--- config.mk ---
export PLATFORM = sky130hd
export DESIGN_NAME = fifo_rtl
export DESIGN_NICKNAME = d
export VERILOG_FILES = /design/src/rtl/fifo_rtl.sv
export SDC_FILE = /design/constraint.sdc
export NUM_CORES = 1
export LEC_CHECK = 0
export ABC_AREA = 1
export ABC_CLOCK_PERIOD_IN_PS = 2900
export CAP_MARGIN = 20
export CORE_MARGIN = 1
export CORE_UTILIZATION = 25
export DETAILED_ROUTE_END_ITERATION = 16
export GPL_TIMING_DRIVEN = 1
export PLACE_DENSITY_LB_ADDON = 0.2
export SLEW_MARGIN = 5
export SYNTH_ARGS = -nofsm -noshare
export SYNTH_HDL_FRONTEND = slang
export SYNTH_SLANG_ARGS = --single-unit
--- constraint.sdc ---
create_clock -name clock -period 2.9 [get_ports clock]
set_input_delay 0.58 -clock clock [delete_from_list [all_inputs] [get_ports clock]]
set_output_delay 0.58 -clock clock [all_outputs]
set_load 0.02 [all_outputs]
--- src/rtl/fifo_rtl.sv ---
// Single-clock synchronous FIFO with registered read data and occupancy-derived full/empty flags.
// Define FIFO_RTL_ERR_FLAGS_EN to add the sticky overflow/underflow outputs.
module fifo_rtl #(
  parameter int DATA_WIDTH = 8,
  parameter int DEPTH      = 64
) (
  input  logic                  clock,
  input  logic                  reset,
  input  logic                  enable,
  input  logic                  write_en,
  input  logic                  read_en,
  input  logic [DATA_WIDTH-1:0] data_in,
  output logic [DATA_WIDTH-1:0] data_out,
  output logic                  full,
  output logic                  empty
`ifdef FIFO_RTL_ERR_FLAGS_EN
  ,
  output logic                  overflow,
  output logic                  underflow
`endif
);

  localparam int AW = $clog2(DEPTH);
  localparam int CW = AW + 1;

  logic [DATA_WIDTH-1:0] r_mem [DEPTH];
  logic [AW-1:0]         r_wr_ptr;
  logic [AW-1:0]         r_rd_ptr;
  logic [CW-1:0]         r_count;
  logic [DATA_WIDTH-1:0] r_data_out;

  logic w_full;
  logic w_empty;
  logic w_wr_accept;
  logic w_rd_accept;

  // Flags come only from the registered count, so acceptance uses pre-edge state.
  assign w_full      = (r_count == CW'(DEPTH));
  assign w_empty     = (r_count == '0);
  assign w_wr_accept = enable && write_en && !w_full;
  assign w_rd_accept = enable && read_en  && !w_empty;

  // NOTE: storage has no reset; the pointers define what is valid, so the array
  // can map onto plain RAM without a reset network.
  always_ff @(posedge clock) begin
    if (w_wr_accept) begin
      r_mem[r_wr_ptr] <= data_in;
    end
  end

  // NOTE: sequential state uses non-blocking assignments so every register sees
  // the pre-edge values of the others, whatever the statement order.
  always_ff @(posedge clock or negedge reset) begin
    if (!reset) begin
      r_wr_ptr   <= '0;
      r_rd_ptr   <= '0;
      r_count    <= '0;
      r_data_out <= '0;
    end else begin
      if (w_wr_accept) begin
        r_wr_ptr <= r_wr_ptr + AW'(1);
      end
      if (w_rd_accept) begin
        r_rd_ptr   <= r_rd_ptr + AW'(1);
        r_data_out <= r_mem[r_rd_ptr];
      end
      if (w_wr_accept && !w_rd_accept) begin
        r_count <= r_count + CW'(1);
      end else if (w_rd_accept && !w_wr_accept) begin
        r_count <= r_count - CW'(1);
      end
    end
  end

  assign data_out = r_data_out;
  assign full     = w_full;
  assign empty    = w_empty;

`ifdef FIFO_RTL_ERR_FLAGS_EN
  logic r_overflow;
  logic r_underflow;

  // Attempts are flagged even when the paired opposite operation is accepted.
  always_ff @(posedge clock or negedge reset) begin
    if (!reset) begin
      r_overflow  <= 1'b0;
      r_underflow <= 1'b0;
    end else begin
      if (enable && write_en && w_full) begin
        r_overflow <= 1'b1;
      end
      if (enable && read_en && w_empty) begin
        r_underflow <= 1'b1;
      end
    end
  end

  assign overflow  = r_overflow;
  assign underflow = r_underflow;
`endif

endmodule

== After elaboration in Yosys (flattened, before gate mapping) ==
Memories as Yosys holds them, arrays and structs flattened. A register that Yosys moved wholly into a read port is not among the register bits.
Cells that the tools add are included.

* $add $sub $neg: 4
* Equality and inequality tests: 1
* Multiplexer cells: 4
* Reduce and logical (&&, ||, !) cells: 13

{| class="wikitable"
|+ Operators by type and width
! operator !! number
|-
| $mux 7 || 2
|-
| $add 6x1->6 const B || 2
|-
| $add 7x1->7 const B || 1
|-
| $eq 7x7->1 const B || 1
|-
| $logic_not 7->1 || 1
|-
| $sub 7x1->7 const B || 1
|-
| $logic_and 1x1->1 || 6
|-
| $logic_not 1->1 || 5
|-
| $mux 1 || 2
|-
| $reduce_bool 2->1 || 1
|}

* Register bits after elaboration: 19
* Memory bits (writable): 512
* Output and inout port bits: 10
* Word-level logic and storage cells: 26
* Memories: 1

{| class="wikitable"
|+ Memory list
! name !! words !! width !! read ports !! clocked after Yosys merged registers in !! write ports !! line !! text
|-
| r_mem || 64 || 8 || 1 || 1 || 1 || 26 || <nowiki>logic [DATA_WIDTH-1:0] r_mem [DEPTH];</nowiki>
|}

== Logic depth before layout (Yosys ltp) ==
* Depth in word-level cells: 7
* Mapped depth: 16
* Depth with buffers taken out: 16

== Worst setup path before layout ==
OpenSTA, ideal clock, no wires.

* Kind: reg2reg
* From: reg r_count[2]
* To: reg r_count[6]
* Setup time: 0.065 ns
* Arrival: 2.862 ns
* Slack: -0.027 ns
* Stages on the path, launching flop included: 17
* Buffers on the path: 0
* Period minus slack after synthesis: 2.927 ns
* Cells stage by stage: dfrtp_1 > nor2_1 > nand3_1 > nor3b_1 > nor2_2 > clkinv_1 > ha_1 > inv_1 > ha_1 > a21oi_1 > nand2_1 > nand2_1 > nand2_1 > a21oi_1 > xnor2_1 > nand2_1 > nand2_1

* Cells in the longest elaborated chain, start to end: 6
* Elaborated cells between the ends (all ways): 15
* Classes of those cells: add/sub (2); eq/ne (1); mux (2); reduce/logical (10)

{| class="wikitable"
|+ RTL lines
! item !! line !! text
|-
| from (decl) || 29 || <nowiki>logic [CW-1:0] r_count;</nowiki>
|-
| from (signal assigned) || 68 || <nowiki>r_count <= r_count + CW'(1);</nowiki>
|-
| from (signal assigned) || 70 || <nowiki>r_count <= r_count - CW'(1);</nowiki>
|-
| $logic_not 7->1 * || 39 || <nowiki>assign w_empty = (r_count == '0);</nowiki>
|-
| via empty || 15 || <nowiki>output logic empty</nowiki>
|-
| $logic_not 1->1 * || 41 || <nowiki>assign w_rd_accept = enable && read_en && !w_empty;</nowiki>
|-
| $logic_and 1x1->1 * || 41 ||
|-
| $logic_not 1->1 || 67 || <nowiki>if (w_wr_accept && !w_rd_accept) begin</nowiki>
|-
| $logic_and 1x1->1 || 67 ||
|-
| $mux 7 / $reduce_bool 2->1 (equally long branches) || n/a ||
|}

Mark *: on every way through the listed nets, which the timed path passes. The rest lies on a longest branch. The select of a mux whose other input is x is not followed.
A chain may end at the register's enable or synchronous reset.

== Worst setup path in the final report ==
* From: reg r_count[2]
* To: out empty

* Cells in the longest elaborated chain, start to end: 1

{| class="wikitable"
|+ RTL lines
! item !! line
|-
| $logic_not 7->1 || 39
|-
| to (decl) || 15
|}

No other way between the ends.

==> out/qor.yml <==
outcome:
  status: "finished clean"
route:
  drc_errors: 0
  dr_total_vias: 15160
  via_per_inst: 4.380
  ant_nets: 0
  firstDrtPassIters: 5
  post_drt_wl_per_cell_microns: 18.86
  initialDrtViolationCount: 1029
  wirelength_mm: 65.29
sta:
  max_freq_mhz: 369.0
  rsz0062_at_grt: "no"
  tightest_slew_ps: 625.0
  hold_violations: 0
  period_share_pct: 93.45
  finalMaxSlewViolations: 0
  finalWorstSetupSlack_ps: 189.9
  finalCriticalPeriod_ps: 2710
  finalSetupViolCount: 0
  finalClockSkew_ps: 23.94
  slew_headroom_pct: 58.34
yosys:
  yosysWarnings: 0
  synthesis.nets: 2158
  synth_cell_type_count: 30
  synth_area_sq_um: 23040
  synthFlopType: "edfxtp_1"
  synth-edff-count: 512
  synth_seq_cells: 539
  async_flop_share_pct: 5.009
  syn_inst: 2135
  synth.avg_cell_area_sq_um: 10.79
  seq_area_frac_synth_pct: 69.66
final_layout:
  areaGrowthSynthToFinish_pct: 18.08
  n_antenna_cell: 0
  utilization_pct: 30.00
  layout-drive-gt1-share_pct: 10.37
  nets: 2259
cts:
  cts_tree: "done"
  cts.sinks: 539
  clkLatencyLatePin_ps: 630
  clk_pin_slew_ps: 60
  ctsResizeCount: 0
  cts_buffers: 59
  htree_levels: 2
  cts-root-buf: "clkbuf_16"
  post_cts_buffers: 0
  cts_hold_buf: 0
  clockBufferDepth: 3
worst_setup_path:
  cp.arrival_ps: 2130
  worstPathMaxFanout: 4
  rr_startpoint: "r_rd_ptr[0]$_DFFE_PN0P_"
  reg2reg_slack_ps: 400
  required_ps: 2320
  worstReg2RegEnd: "data_out[2]$_DFFE_PN0P_"
  startpoint: "r_count[2]$_DFFE_PN0P_"
  endpoint: "empty"
  worstSetupPathType: "flip-flop to primary output"
  cp-start-kind: "flip-flop"
  critPathCaptureType: "primary output"
  rr_worst_depth: 12
pwr:
  p_leak_nw: 10.53
  power.density_nw_per_um2: 931.7
  power_switching_w: 0.009518
  power.internal_w: 0.01583
  p_sw_share_pct: 37.55
  clkPwrFrac_pct: 30.2
  seq_power_share_pct: 35.9
  combPwrFrac_pct: 33.9
  peakVddDrop_mv: 0.5855
flow_run:
  maxCapViolCount: 0
worst_hold_path:
  hold_class: "input port to asynchronous set/reset pin"
floorplanning:
  fp-row-count: 110
  initial_core_util_pct: 25.40
  dieWidth_microns: 305.6
  top_level_ports: 23
  core_area_sq_um: 90700
  die-area_sq_um: 93390
  die_y_microns: 305.6
placement:
  gp_congestion: 0.8793
  port_buffers: 22
  dp_worst_setup_slack_ps: 91.24
  place_hpwl_mm: 39.67
global_routing:
  gr-total-overflow: 0
  first_global_vias: 15350
  antenna_found_initial: 0
  track_usage_pct: 14.03
  grt_max_degree: 136
  grt_pass1_wl_mm: 99.06
per-stage QoR:
| stage | total power, W | setup TNS, ps | instances | hold slack [ps] | cell area (sq um) |
|---|---|---|---|---|---|
| after CTS | 0.02566 | 0 | 3461 | 339.6 | 27210 |
| after floorplan | 0.01474 | 0 | 2135 | 284.4 | 23050 |
| after detailed placement | 0.01793 | 0 | 3351 | 469.2 | 25240 |
| after global placement | 0.01792 | -8.098 | 3351 | 479.6 | 25240 |
| after global routing | 0.02676 | 0 | 3461 | 396.9 | 27210 |
| final | 0.02535 | 0 | 3461 | 364.5 | 27210 |
worst min path at each step:
| stage | cells past startpoint | to | startpoint |
|---|---|---|---|
| detailed placement | 2 | data_out[1]$_DFFE_PN0P_ | data_out[1]$_DFFE_PN0P_ |
| floorplan | 0 | data_out[0]$_DFFE_PN0P_ | reset |
| global route | 2 | r_wr_ptr[5]$_DFFE_PN0P_ | reset |
| finish | 2 | r_wr_ptr[5]$_DFFE_PN0P_ | reset |
| CTS | 2 | r_wr_ptr[5]$_DFFE_PN0P_ | reset |
| global placement | 2 | data_out[3]$_DFFE_PN0P_ | data_out[3]$_DFFE_PN0P_ |
synthesized netlist by cell type (2+ instances only):
library cell    n  area (sq um)
or2_2           2         12.51
dfrtp_1        27         675.7
xnor2_1         3         26.28
clkbuf_1       17         63.81
nor2_1        151         566.8
nand3_1       283          1416
ha_1            9         112.6
nand4_1         2         12.51
inv_1         181         679.4
xor2_1         10         87.58
a21oi_1        36         180.2
o211ai_1       24         180.2
nor3_1          2         10.01
o21ai_0        23         115.1
inv_2           3         11.26
buf_4          16         120.1
buf_2          57         285.3
clkinv_1        2         7.510
nand4_2         6         75.07
buf_6          13         146.4
nand2_1       744          2793
buf_1           5         18.77
edfxtp_1      512         15370
state kept, by name, indices dropped and copies added (netlist names):
| signal | count |
|---|---|
| r_count | 7 |
| data_out | 8 |
| r_rd_ptr | 6 |
| r_mem | 512 |
| r_wr_ptr | 6 |
power groups by stage:
stage	clock [W]	sequential [W]	combinational, W
finish	0.00765	0.00911	0.00860
global route	0.00811	0.00914	0.00951
CTS	0.00786	0.00910	0.00870
detailed placement	0	0.00926	0.00867
global placement	0	0.00926	0.00866
floorplan	0	0.00920	0.00554
worst max-delay path, stage by stage (launching register included):
cell             delay (ps)
dfrtp_1                 410
nor2_1                  110
nand3_1                 110
nor3b_2                 240
clkdlybuf4s50_1         650
cells by family (layout without fill, tap and decap cells):
logic type,count (synthesis),count (layout),synth area share [%]
buffers and inverters,296,446,5.875
AND/OR/NAND/NOR,1193,1193,21.30
XOR/XNOR,13,13,0.4941
adder cells (fa/ha/maj),10,10,0.5756
AO/OA/AOI/OAI,84,84,2.101
flip-flops,539,539,69.66
area by class of cell:
cell class	instances	area, sq um
clock buffers	74	1574
clock inverters	36	392.9
fillers	9291	63490
inverters	187	709.4
multi-input cells	1300	5643
flip-flops and latches	539	16060
well taps	1176	1471
repair buffers	149	1359
cells in the final DEF (no fill, tap or decap), types with 12 or more instances in the layout:
| master | instances |
|---|---|
| a21oi_1 | 36 |
| buf_12 | 18 |
| buf_4 | 109 |
| clkbuf_1 | 12 |
| clkbuf_16 | 60 |
| clkdlybuf4s50_1 | 14 |
| clkinv_1 | 15 |
| dfrtp_1 | 25 |
| edfxtp_1 | 512 |
| inv_1 | 180 |
| nand2_1 | 744 |
| nand3_1 | 283 |
| nor2_1 | 151 |
| o211ai_1 | 24 |
| o21ai_0 | 23 |
layer usage:
layer / wire (microns) / global-route usage, % / vias up / part of all wire [%]
li1: - / - / 7329 / -
met1: 30620 / 19.41 / 7446 / 47
met2: 30540 / 22.99 / 292 / 47
met3: 2467 / 1.705 / 93 / 3.8
met4: 1657 / 4.055 / 0 / 2.5
met5: 0 / 0 / - / 0
(Power assumes the default switching activity.)
